===== src/rtl/taillight_decoder.sv =====
// Tail-light LED observer: tracks each side's 4-step sequence, counts completions, flags violations.
// Define TAILLIGHT_DECODER_SYNC_EN to pass led/sample_en through a two-flop synchronizer first.
module taillight_decoder #(
    parameter int unsigned CNT_W = 8
) (
    input  logic             clk,
    input  logic             rst_n,
    input  logic             sample_en,
    input  logic [5:0]       led,
    input  logic             clr,
    output logic [1:0]       mode,
    output logic [CNT_W-1:0] left_cnt,
    output logic [CNT_W-1:0] right_cnt,
    output logic             err,
    output logic [1:0]       err_side
);

    typedef enum logic [1:0] {S0, S1, S2, S3} step_e;

    logic       en_s;
    logic [5:0] led_s;

`ifdef TAILLIGHT_DECODER_SYNC_EN
    logic [6:0] sync1_q, sync2_q;

    always_ff @(posedge clk or negedge rst_n) begin
        if (!rst_n) begin
            sync1_q <= '0;
            sync2_q <= '0;
        end else begin
            sync1_q <= {sample_en, led};
            sync2_q <= sync1_q;
        end
    end

    assign en_s  = sync2_q[6];
    assign led_s = sync2_q[5:0];
`else
    assign en_s  = sample_en;
    assign led_s = led;
`endif

    // Returns {legal, step}.
    function automatic logic [2:0] decode_left(input logic [2:0] p);
        unique case (p)
            3'b000:  decode_left = 3'b100;
            3'b001:  decode_left = 3'b101;
            3'b011:  decode_left = 3'b110;
            3'b111:  decode_left = 3'b111;
            default: decode_left = 3'b000;
        endcase
    endfunction

    function automatic logic [2:0] decode_right(input logic [2:0] p);
        unique case (p)
            3'b000:  decode_right = 3'b100;
            3'b100:  decode_right = 3'b101;
            3'b110:  decode_right = 3'b110;
            3'b111:  decode_right = 3'b111;
            default: decode_right = 3'b000;
        endcase
    endfunction

    // Returns {violation, completed, next_state}.
    function automatic logic [3:0] track(input logic [1:0] cur, input logic [2:0] dec);
        logic [1:0] step;
        step = dec[1:0];
        if (!dec[2]) begin
            track = {2'b10, 2'b00};
        end else if (step == 2'd0) begin
            track = {1'b0, cur == 2'd3, 2'b00};
        end else if (step == cur + 2'd1) begin
            track = {2'b00, step};
        end else begin
            track = {2'b10, 2'b00};
        end
    endfunction

    // Illegal patterns light at least one LED, so they count as activity.
    function automatic logic [2:0] next_hold(input logic [2:0] hold, input logic [2:0] grp);
        if (grp != 3'b000)      next_hold = 3'd4;
        else if (hold != 3'd0)  next_hold = hold - 3'd1;
        else                    next_hold = 3'd0;
    endfunction

    step_e      left_st, right_st;
    logic [2:0] left_hold, right_hold;

    logic [3:0] left_trk, right_trk;
    logic [2:0] left_hold_nxt, right_hold_nxt;
    logic [1:0] viol;
    logic       left_done, right_done;

    always_comb begin
        left_trk       = track(left_st, decode_left(led_s[5:3]));
        right_trk      = track(right_st, decode_right(led_s[2:0]));
        left_hold_nxt  = next_hold(left_hold, led_s[5:3]);
        right_hold_nxt = next_hold(right_hold, led_s[2:0]);
        viol           = en_s ? {left_trk[3], right_trk[3]} : 2'b00;
        left_done      = en_s & left_trk[2];
        right_done     = en_s & right_trk[2];
    end

    always_ff @(posedge clk or negedge rst_n) begin
        if (!rst_n) begin
            left_st    <= S0;
            right_st   <= S0;
            left_hold  <= 3'd0;
            right_hold <= 3'd0;
            mode       <= 2'b00;
            left_cnt   <= '0;
            right_cnt  <= '0;
            err        <= 1'b0;
            err_side   <= 2'b00;
        end else begin
            if (en_s) begin
                left_st    <= step_e'(left_trk[1:0]);
                right_st   <= step_e'(right_trk[1:0]);
                left_hold  <= left_hold_nxt;
                right_hold <= right_hold_nxt;
                mode       <= {left_hold_nxt != 3'd0, right_hold_nxt != 3'd0};
            end
            // A violation in the clearing cycle still lands; counters always clear.
            if (clr) begin
                left_cnt  <= '0;
                right_cnt <= '0;
                err_side  <= viol;
                err       <= |viol;
            end else begin
                if (left_done && left_cnt != '1)   left_cnt  <= left_cnt + CNT_W'(1);
                if (right_done && right_cnt != '1) right_cnt <= right_cnt + CNT_W'(1);
                err_side <= err_side | viol;
                err      <= err | (|viol);
            end
        end
    end

endmodule


===== config.mk =====
export PLATFORM = sky130hd
export DESIGN_NAME = taillight_decoder
export DESIGN_NICKNAME = d
export VERILOG_FILES = /design/src/rtl/taillight_decoder.sv
export SDC_FILE = /design/constraint.sdc
export NUM_CORES = 1
export LEC_CHECK = 0
export BUFFER_PORTS_ARGS = -buffer_cell sky130_fd_sc_hd__buf_2
export CAP_MARGIN = 10
export CORE_UTILIZATION = 40
export CTS_CLUSTER_SIZE = 14
export DETAILED_ROUTE_END_ITERATION = 7
export GPL_TIMING_DRIVEN = 0
export HOLD_SLACK_MARGIN = 0.1
export SYNTH_ARGS = -nofsm -noshare
export SYNTH_HDL_FRONTEND = slang
export SYNTH_SLANG_ARGS = --single-unit

===== constraint.sdc =====
create_clock -name clk -period 2.4 [get_ports clk]
set_clock_uncertainty 0.1 [all_clocks]
set_input_delay 0.48 -clock clk [delete_from_list [all_inputs] [get_ports clk]]
set_output_delay 0.48 -clock clk [all_outputs]
set_load 0.01 [all_outputs]

# Yosys cells after proc, flatten, opt, wreduce, memory -nomap -nowiden
# Index checks and enable logic that the tools add are counted.
# W data, S select, Z words.
# word_totals
register_bits	31
output_inout_bits	21
wordCells	65
# op_classes
n_addsub	6
eq_ne	12
n_mux	19
bitwise	4
reduce_logical	15
# op_table
cell	count
$mux W8	4
$mux W4	6
$pmux W3 S4	2
$reduce_bool A3 Y1	6
$add A8 B1 Y8 const B	2
$ne A8 B8 Y1 const B	2
$eq A3 B3 Y1 const B	4
$mux W3	4
$logic_not A3 Y1	2
$sub A3 B1 Y3 const B	2
$add A2 B1 Y2 const B	2
$eq A2 B2 Y1	2
$eq A2 B2 Y1 const B	2
$logic_not A2 Y1	2
$mux W2	2
$reduce_bool A2 Y1	2
$eq A3 B1 Y1 const B	1
$eq A3 B2 Y1 const B	1
$and A1 B1 Y1	2
$logic_and A1 B1 Y1	2
$or A2 B2 Y2	1
$reduce_or A2 Y1	1
$mux W1	1
$or A1 B1 Y1	1

# Logic depth before layout (Yosys ltp)
# Gate-level depths: netlist of run 1.
# logic_depth
word_depth	10
ltp_mapped	5
depth_no_buf	5

# Least setup slack after synthesis of run 1
# OpenSTA, ideal clock, no wires.
# synth_path
path_kind	input -> register
from	in led[2]
to	reg right_cnt[5]
setup_ns	0.078
arrival_time_ns	1.681
setup_slack_ns	0.540
stages	4
cell_sequence	nor4b_4 o211ai_4 or4_1 a21oi_1
# synth_between
elab_chain_len	8
elab_cells_between_ends	11
classes_between	eq/ne (3); mux (3); bitwise (1); reduce/logical (4)
# synth_rtl
element	line	source
start, declared	9	input logic [5:0] led,
$eq A3 B3 Y1 / $logic_not A3 Y1 (equally long branches)	55	unique case (p)
$pmux W3 S4 (*)	55	
$logic_not A2 Y1	70	end else if (step == 2'd0) begin
$mux W4	70	
$mux W4 (*)	68	if (!dec[2]) begin
$and A1 B1 Y1 (*)	101	right_done = en_s & right_trk[2];
$logic_and A1 B1 Y1 (*)	131	if (right_done && right_cnt != '1) right_cnt <= right_cnt + CNT_W'(1);
$reduce_bool A2 Y1 (no source line) (*)	n/a	
end signal, assigned	131	
end, declared	13	output logic [CNT_W-1:0] right_cnt,
# Mark *: on every way between the ends. The rest lies on a longest branch, timed or not.
# A chain may end at the register's enable or synchronous reset.

# Worst setup path after layout of run 1
# Same ends and word-level chain as after synthesis.

==> flow_summary_export.csv, run 1 <==
group,metric,value,unit
run_status,status,"completed",
layout,areaGrowthSynthToFinish,17.0,%
synthesis,yosys.cell_types.count,37,
synthesis,ys_seq_elements,31,
setup_path,crit_type,"in -> reg",
layout,multi_input_area,857,um^2
placed_design,gp_congestion,0.793,
setup_path,cp-end-kind,"flop",
power,comb_power_share,9.7,%
sta,slew_headroom,51.7,%
synthesis,syn_area_per_cell,9.79,um^2
synthesis,synth_compound_area_share,16.4,%
power,clkPwrFrac,38.0,%
sta,hold_viol,0,
setup_path,cp_max_fo,10,
sta,post-route-worst-setup-slack,0.557,ns
clock_tree,numClockSinks,31,
synthesis,syn_area,0.00170,mm^2
clock_tree,clkTransAtPathRegs,0.07,ns
setup_path,start_kind,"input pin",
die,fp.dieArea,0.00453,mm^2
power,power.total,1.06,mW
drt,dr.first_iter.drc_count,60,
sta,hold_ws,0.146,ns
global_routing,grt_start_max_net_pins,32,
clock_tree,cts_tree,"built",
power,p_int,777,uW
setup_path,critPathLaunch,"led[2]",
min_path,hp-class,"in -> async",
placed_design,dp_hpwl,2.75,mm
clock_tree,clock_path_buffers,2,
die,rows,23,
die,initial_core_util,42.0,%
power,p_seq_share,52.3,%
sta,fin_tns_setup,0,ns
drt,vias,1476,
placed_design,io_buffers,29,
synthesis,muxShareOfSynthArea,4.19,%
sta,finalMaxSlewViolations,0,
setup_path,cp.arrival,1.95,ns
sta,rsz0062_at_grt,"false",
drt,wire_per_inst,14.8,um
synthesis,synth_top_family_by_area,"simple AND/OR/NAND/NOR gates",
sta,period_minus_slack,1.84,ns
synthesis,yosys.area.top_type_share,45.5,%
clock_tree,cts_resized,0,
layout,design_area,0.00199,mm^2
power,p_switching,278,uW
power,ir_worst_vdd,0.282,mV
power,p_leak,0.944,nW
synthesis,synth_seq_area_share,45.5,%
synthesis,synth_xor_area_share,3.08,%
setup_path,reg2reg_from,"right_cnt[0]$_DFFE_PN0P_",
global_routing,grt_overflow,0,
layout,fin_nets,228,
placed_design,dpl_worst_slack,0.257,ns
clock_tree,cts_made_buffers,5,
layout,drive_gt1_share,19.0,%
drt,wirelength,3.86,mm
synthesis,synth_warnings,0,
setup_path,crit_required,2.51,ns
global_routing,antenna_found_initial,0,
clock_tree,cts-root-buf,"clkbuf_8",
synthesis,synthAdderAreaFrac,5.87,%
drt,drtPass1Iterations,4,
global_routing,gr-usage-all-layers,19.1,%
synthesis,yosysTopAreaCell,"dfrtp_1",
clock_tree,cts-htree-levels,2,
drt,antenna_left,0,
drt,route.detailed.drc,0,
synthesis,synthTopCellsByArea,"dfrtp_1 (46%), ha_1 (5.9%), mux2i_1 (3.5%), o21ai_0 (3.5%), nor2_1 (3.5%)",
synthesis,synthesis.instances,174,
drt,via_per_inst,5.66,
power,p_per_area,530,mW/mm^2
layout,regArea,776,um^2
die,die_w,67.3,um
die,die_y,67.3,um
sta,worst_pin_slew,0.725,ns
layout,n_fill_cell,400,
sta,setup_viol,0,
global_routing,grt_pass1_vias,1390,
clock_tree,postCtsSetupBuffers,0,
sta,max_freq,0.543,GHz
sta,layout_worst_path_cycle_share,76.8,%
synthesis,yosys.area_share.simple,20.8,%
layout,antenna_cells,0,
die,ios,31,
placed_design,post_dp_cell_area,0.00191,mm^2
global_routing,grt_pass1_wl,6.29,mm
clock_tree,hold_buffers,0,
die,core,0.00406,mm^2
clock_tree,clock_latency,0.29,ns
run,max_cap_violations,0,
power,swShare,26.4,%
synthesis,syn_nets,192,
[power by group through the flow]
| stage | registers, mW | clock network [mW] | logic [mW] |
|---|---|---|---|
| 2_1_floorplan | 0.561 | 0 | 0.0543 |
| 3_3_place_gp | 0.560 | 0 | 0.0990 |
| 3_5_place_dp | 0.562 | 0 | 0.104 |
| 4_1_cts | 0.552 | 0.417 | 0.104 |
| 5_1_grt | 0.554 | 0.438 | 0.119 |
| 6_report | 0.552 | 0.401 | 0.103 |
[critical path, stage by stage]
cell and delay, ns:
buf_2 0.14, nor4b_4 0.44, o211ai_4 0.21, or4_1 0.53, a21oi_1 0.15
[final timing paths]
kind	to	slack [ns]	cells after the start
setup / recovery	right_cnt[5]$_DFFE_PN0P_	0.56	5
hold / removal	mode[1]$_DFFE_PN0P_	0.15	1
setup reg to reg	right_cnt[5]$_DFFE_PN0P_	0.62	5
hold reg to reg	mode[0]$_DFFE_PN0P_	0.40	1
max in group asynchronous	left_cnt[0]$_DFFE_PN0P_	1.58	1
min in group clk	mode[0]$_DFFE_PN0P_	0.40	1
[stage by stage]
| stage | util [%] | std cells |
|---|---|---|
| CTS | 49.1 | 261 |
| finish | 49.1 | 261 |
| floorplan | - | 174 |
| detailed placement | 47.1 | 253 |
| global placement | 47.1 | 253 |
| global route | 49.1 | 261 |
[placed cells by master (no fill, tap or decap), drive strengths merged, types with 2 or more instances in the layout]
master    n
and3      5
nand2b    3
nand4     6
nand3     8
nor2     16
and4      2
nor3      5
o21ai    12
buf      30
a41oi     2
a21oi     9
ha        8
dfrtp    31
or3       3
nand2     9
or4       2
o31ai     3
mux2i     6
clkbuf   10
o2111ai   4
xor2      6
a311oi    2
inv      15
[cells in the mapped netlist]
| master | count |
|---|---|
| dfrtp_1 | 31 |
| nor2_1 | 16 |
| inv_1 | 15 |
| o21ai_0 | 12 |
| a21oi_1 | 9 |
| nand2_1 | 9 |
| ha_1 | 8 |
| nand3_1 | 8 |
| mux2i_1 | 6 |
| nand4_1 | 6 |
| xor2_1 | 6 |
| and3_1 | 5 |
| nor3_1 | 4 |
| o2111ai_1 | 4 |
| clkbuf_1 | 3 |
| nand2b_1 | 3 |
| o31ai_1 | 3 |
| or3_1 | 3 |
| a311oi_1 | 2 |
| a41oi_1 | 2 |
| and4_1 | 2 |
| or4_1 | 2 |
| a211o_1 | 1 |
| a211oi_1 | 1 |
| a31o_2 | 1 |
| a31oi_1 | 1 |
| a32o_1 | 1 |
| and4b_1 | 1 |
| buf_1 | 1 |
| mux2_2 | 1 |
| nand3b_1 | 1 |
| nor3_2 | 1 |
| nor4b_4 | 1 |
| nor4bb_1 | 1 |
| o211ai_4 | 1 |
| o22a_1 | 1 |
| o32a_1 | 1 |
[sequential cells by signal, summed over array words and instances, names as in the netlist]
register,cells
err_side,2
mode,2
left_hold,3
right_cnt,8
right_st,2
left_st,2
left_cnt,8
err,1
right_hold,3
[final cells by class]
class	instances	area share (%)
inverters	15	2.82
repair buffers	29	7.28
well taps	50	3.14
clock buffers	7	3.83
flip-flops and latches	31	38.9
clock inverters	1	0.251
multi-input cells	124	43.0
plain buffers	4	0.753
[per-layer routing]
layer	GRT usage [%]	share of wire, %	vias to the layer above
met1	22.9	44	708
met2	31.5	49	48
met5	0	0	-
met4	7.71	1.6	0
li1	-	-	713
met3	5.91	5.2	7
[cell families after synthesis]
family	count (synthesis)
AO/OA/AOI/OAI	40
XOR/XNOR	6
buffers and inverters	19
adder cells (fa/ha/maj)	8
AND/OR/NAND/NOR	63
multiplexers	7
flip-flops	31
No activity file was read; power rests on OpenSTA's default activity.
==> inputs of run 2 (changes only) <==
Clock period 2.4 ns to 1.8 ns, I/O delays scaled along.
==> run 2 against run 1 <==
Final cell count up 0.77%. Clock power rose by 34%. Sequential share of layout area shrank 0.93 points. Total power increased by 34%. Non-clock buffer count increased by 2. Design area rose by 2.4%. Global-route usage is the same. Register-to-register slack worse by 0.53 ns. Die area unchanged.
==> flow_summary_export.csv, run 2 (synthesis gave the netlist of run 1 again) <==
group,metric,value,unit
setup_path,reg2reg_to,"right_cnt[5]$_DFFE_PN0P_",
sta,slew_headroom,50.4,%
drt,antenna_left,0,
global_routing,gr-usage-all-layers,19.1,%
clock_tree,cts-htree-levels,2,
global_routing,grt_pass1_wl,6.29,mm
die,rows,23,
min_path,hp-start,"led[3]",
die,fp.dieArea,0.00453,mm^2
die,ios,31,
clock_tree,clock_path_buffers,2,
global_routing,antenna_found_initial,0,
setup_path,start_kind,"input pin",
setup_path,crit_required,1.91,ns
sta,max_freq,0.582,GHz
setup_path,reg2reg_depth,5,
clock_tree,cts_tree,"built",
sta,hold_ws,0.312,ns
power,p_per_area,692,mW/mm^2
sta,hold_viol,0,
clock_tree,clkTransAtPathRegs,0.07,ns
layout,antenna_cells,0,
min_path,hold_depth,3,
drt,wirelength,3.89,mm
clock_tree,cts_made_buffers,5,
drt,route.detailed.drc,0,
layout,final_common_cell,"dfrtp_1",
min_path,min_to,"left_st[0]$_DFFE_PN0P_",
placed_design,gp_congestion,0.793,
drt,dr.first_iter.drc_count,68,
power,p_leak,0.967,nW
setup_path,cp_max_fo,10,
power,ir_worst_vdd,0.377,mV
global_routing,grt_overflow,0,
drt,drtPass1Iterations,6,
sta,worst_pin_slew,0.744,ns
run_status,status,"completed",
drt,via_per_inst,5.59,
layout,fin_nets,230,
die,die_w,67.3,um
setup_path,crit_type,"in -> reg",
global_routing,grt_start_max_net_pins,32,
clock_tree,clock_latency,0.29,ns
layout,layout_common_cells,"dfrtp_1 (31), buf_2 (29), nor2_1 (16)",
die,die_y,67.3,um
setup_path,cp-end-kind,"flop",
placed_design,dpl_worst_slack,-0.223,ns
power,power.total,1.41,mW
sta,layout_worst_path_cycle_share,95.5,%
clock_tree,numClockSinks,31,
sta,finalMaxSlewViolations,0,
layout,n_fill_cell,390,
die,initial_core_util,42.0,%
sta,rsz0062_at_grt,"true",
sta,period_minus_slack,1.72,ns
setup_path,cp.arrival,1.83,ns
drt,vias,1469,
layout,multi_input_area,888,um^2
sta,setup_viol,0,
die,core,0.00406,mm^2
drt,wire_per_inst,14.8,um
clock_tree,cts-root-buf,"clkbuf_8",
layout,regArea,776,um^2
setup_path,reg2reg_from,"right_cnt[0]$_DFFE_PN0P_",
setup_path,r2r_setup_slack,0.09,ns
global_routing,grt_pass1_vias,1390,
placed_design,io_buffers,29,
run,max_cap_violations,0,
setup_path,critPathLaunch,"led[1]",
layout,drive_gt1_share,22.1,%
layout,areaGrowthSynthToFinish,19.8,%
min_path,hp-class,"in -> reg",
sta,post-route-worst-setup-slack,0.0806,ns
layout,utilization,50.3,%
layout,reg.largest.list,"left_cnt: 8 flops, right_cnt: 8 flops",
placed_design,dp_hpwl,2.75,mm
run 2: timing repair:
item                                    4_1_cts  5_1_grt
resized for setup                             0        7
endpoints found under the hold margin        31        0
endpoints found under the setup margin        0        4
hold buffers                                  1        0
buffers inserted                              0        1
run 2: metal layers:
metal / global-route usage (%) / up-vias / share of wire (%)
li1: - / 715 / -
met1: 22.9 / 700 / 45
met2: 31.5 / 44 / 48
met3: 5.91 / 10 / 4.9
met4: 7.71 / 0 / 1.6
met5: 0 / - / 0
run 2: report_power, final:
part	internal, mW	switching [mW]	total (mW)
Sequential	0.717	0.0187	0.736
Combinational	0.0497	0.0908	0.140
Clock	0.271	0.265	0.536
run 2: how the worst max path moves through the flow:
stage	endpoint	slack, ns	cells after the start
2_1_floorplan	right_cnt[5]$_DFFE_PN0P_	0.06	4
3_3_place_gp	right_cnt[5]$_DFFE_PN0P_	-0.20	5
3_5_place_dp	right_cnt[5]$_DFFE_PN0P_	-0.22	5
4_1_cts	right_cnt[5]$_DFFE_PN0P_	0.02	5
5_1_grt	mode[0]$_DFFE_PN0P_	0.001	5
6_report	right_cnt[5]$_DFFE_PN0P_	0.08	5
run 2: worst max-delay path, cell delays in order:
cell      delay, ns
buf_2          0.14
nor4b_4        0.44
o211ai_4       0.20
or4_4          0.55
a21oi_2        0.13
run 2: final cells by class:
type                    count  share of cell area [%]
multi-input cells         124                    43.5
flip-flops and latches     31                    38.0
repair buffers             31                    7.97
clock buffers               7                    3.74
well taps                  50                    3.06
inverters                  15                    2.76
plain buffers               4                   0.735
clock inverters             1                   0.245
run 2: through the flow:
| stage | cell area [um^2] | setup TNS (ns) | std cells |
|---|---|---|---|
| after floorplan | 1700 | 0 | 174 |
| after global placement | 1910 | -0.576 | 253 |
| after detailed placement | 1910 | -0.725 | 253 |
| after CTS | 2000 | 0 | 262 |
| after global routing | 2040 | 0 | 263 |
| final | 2040 | 0 | 263 |
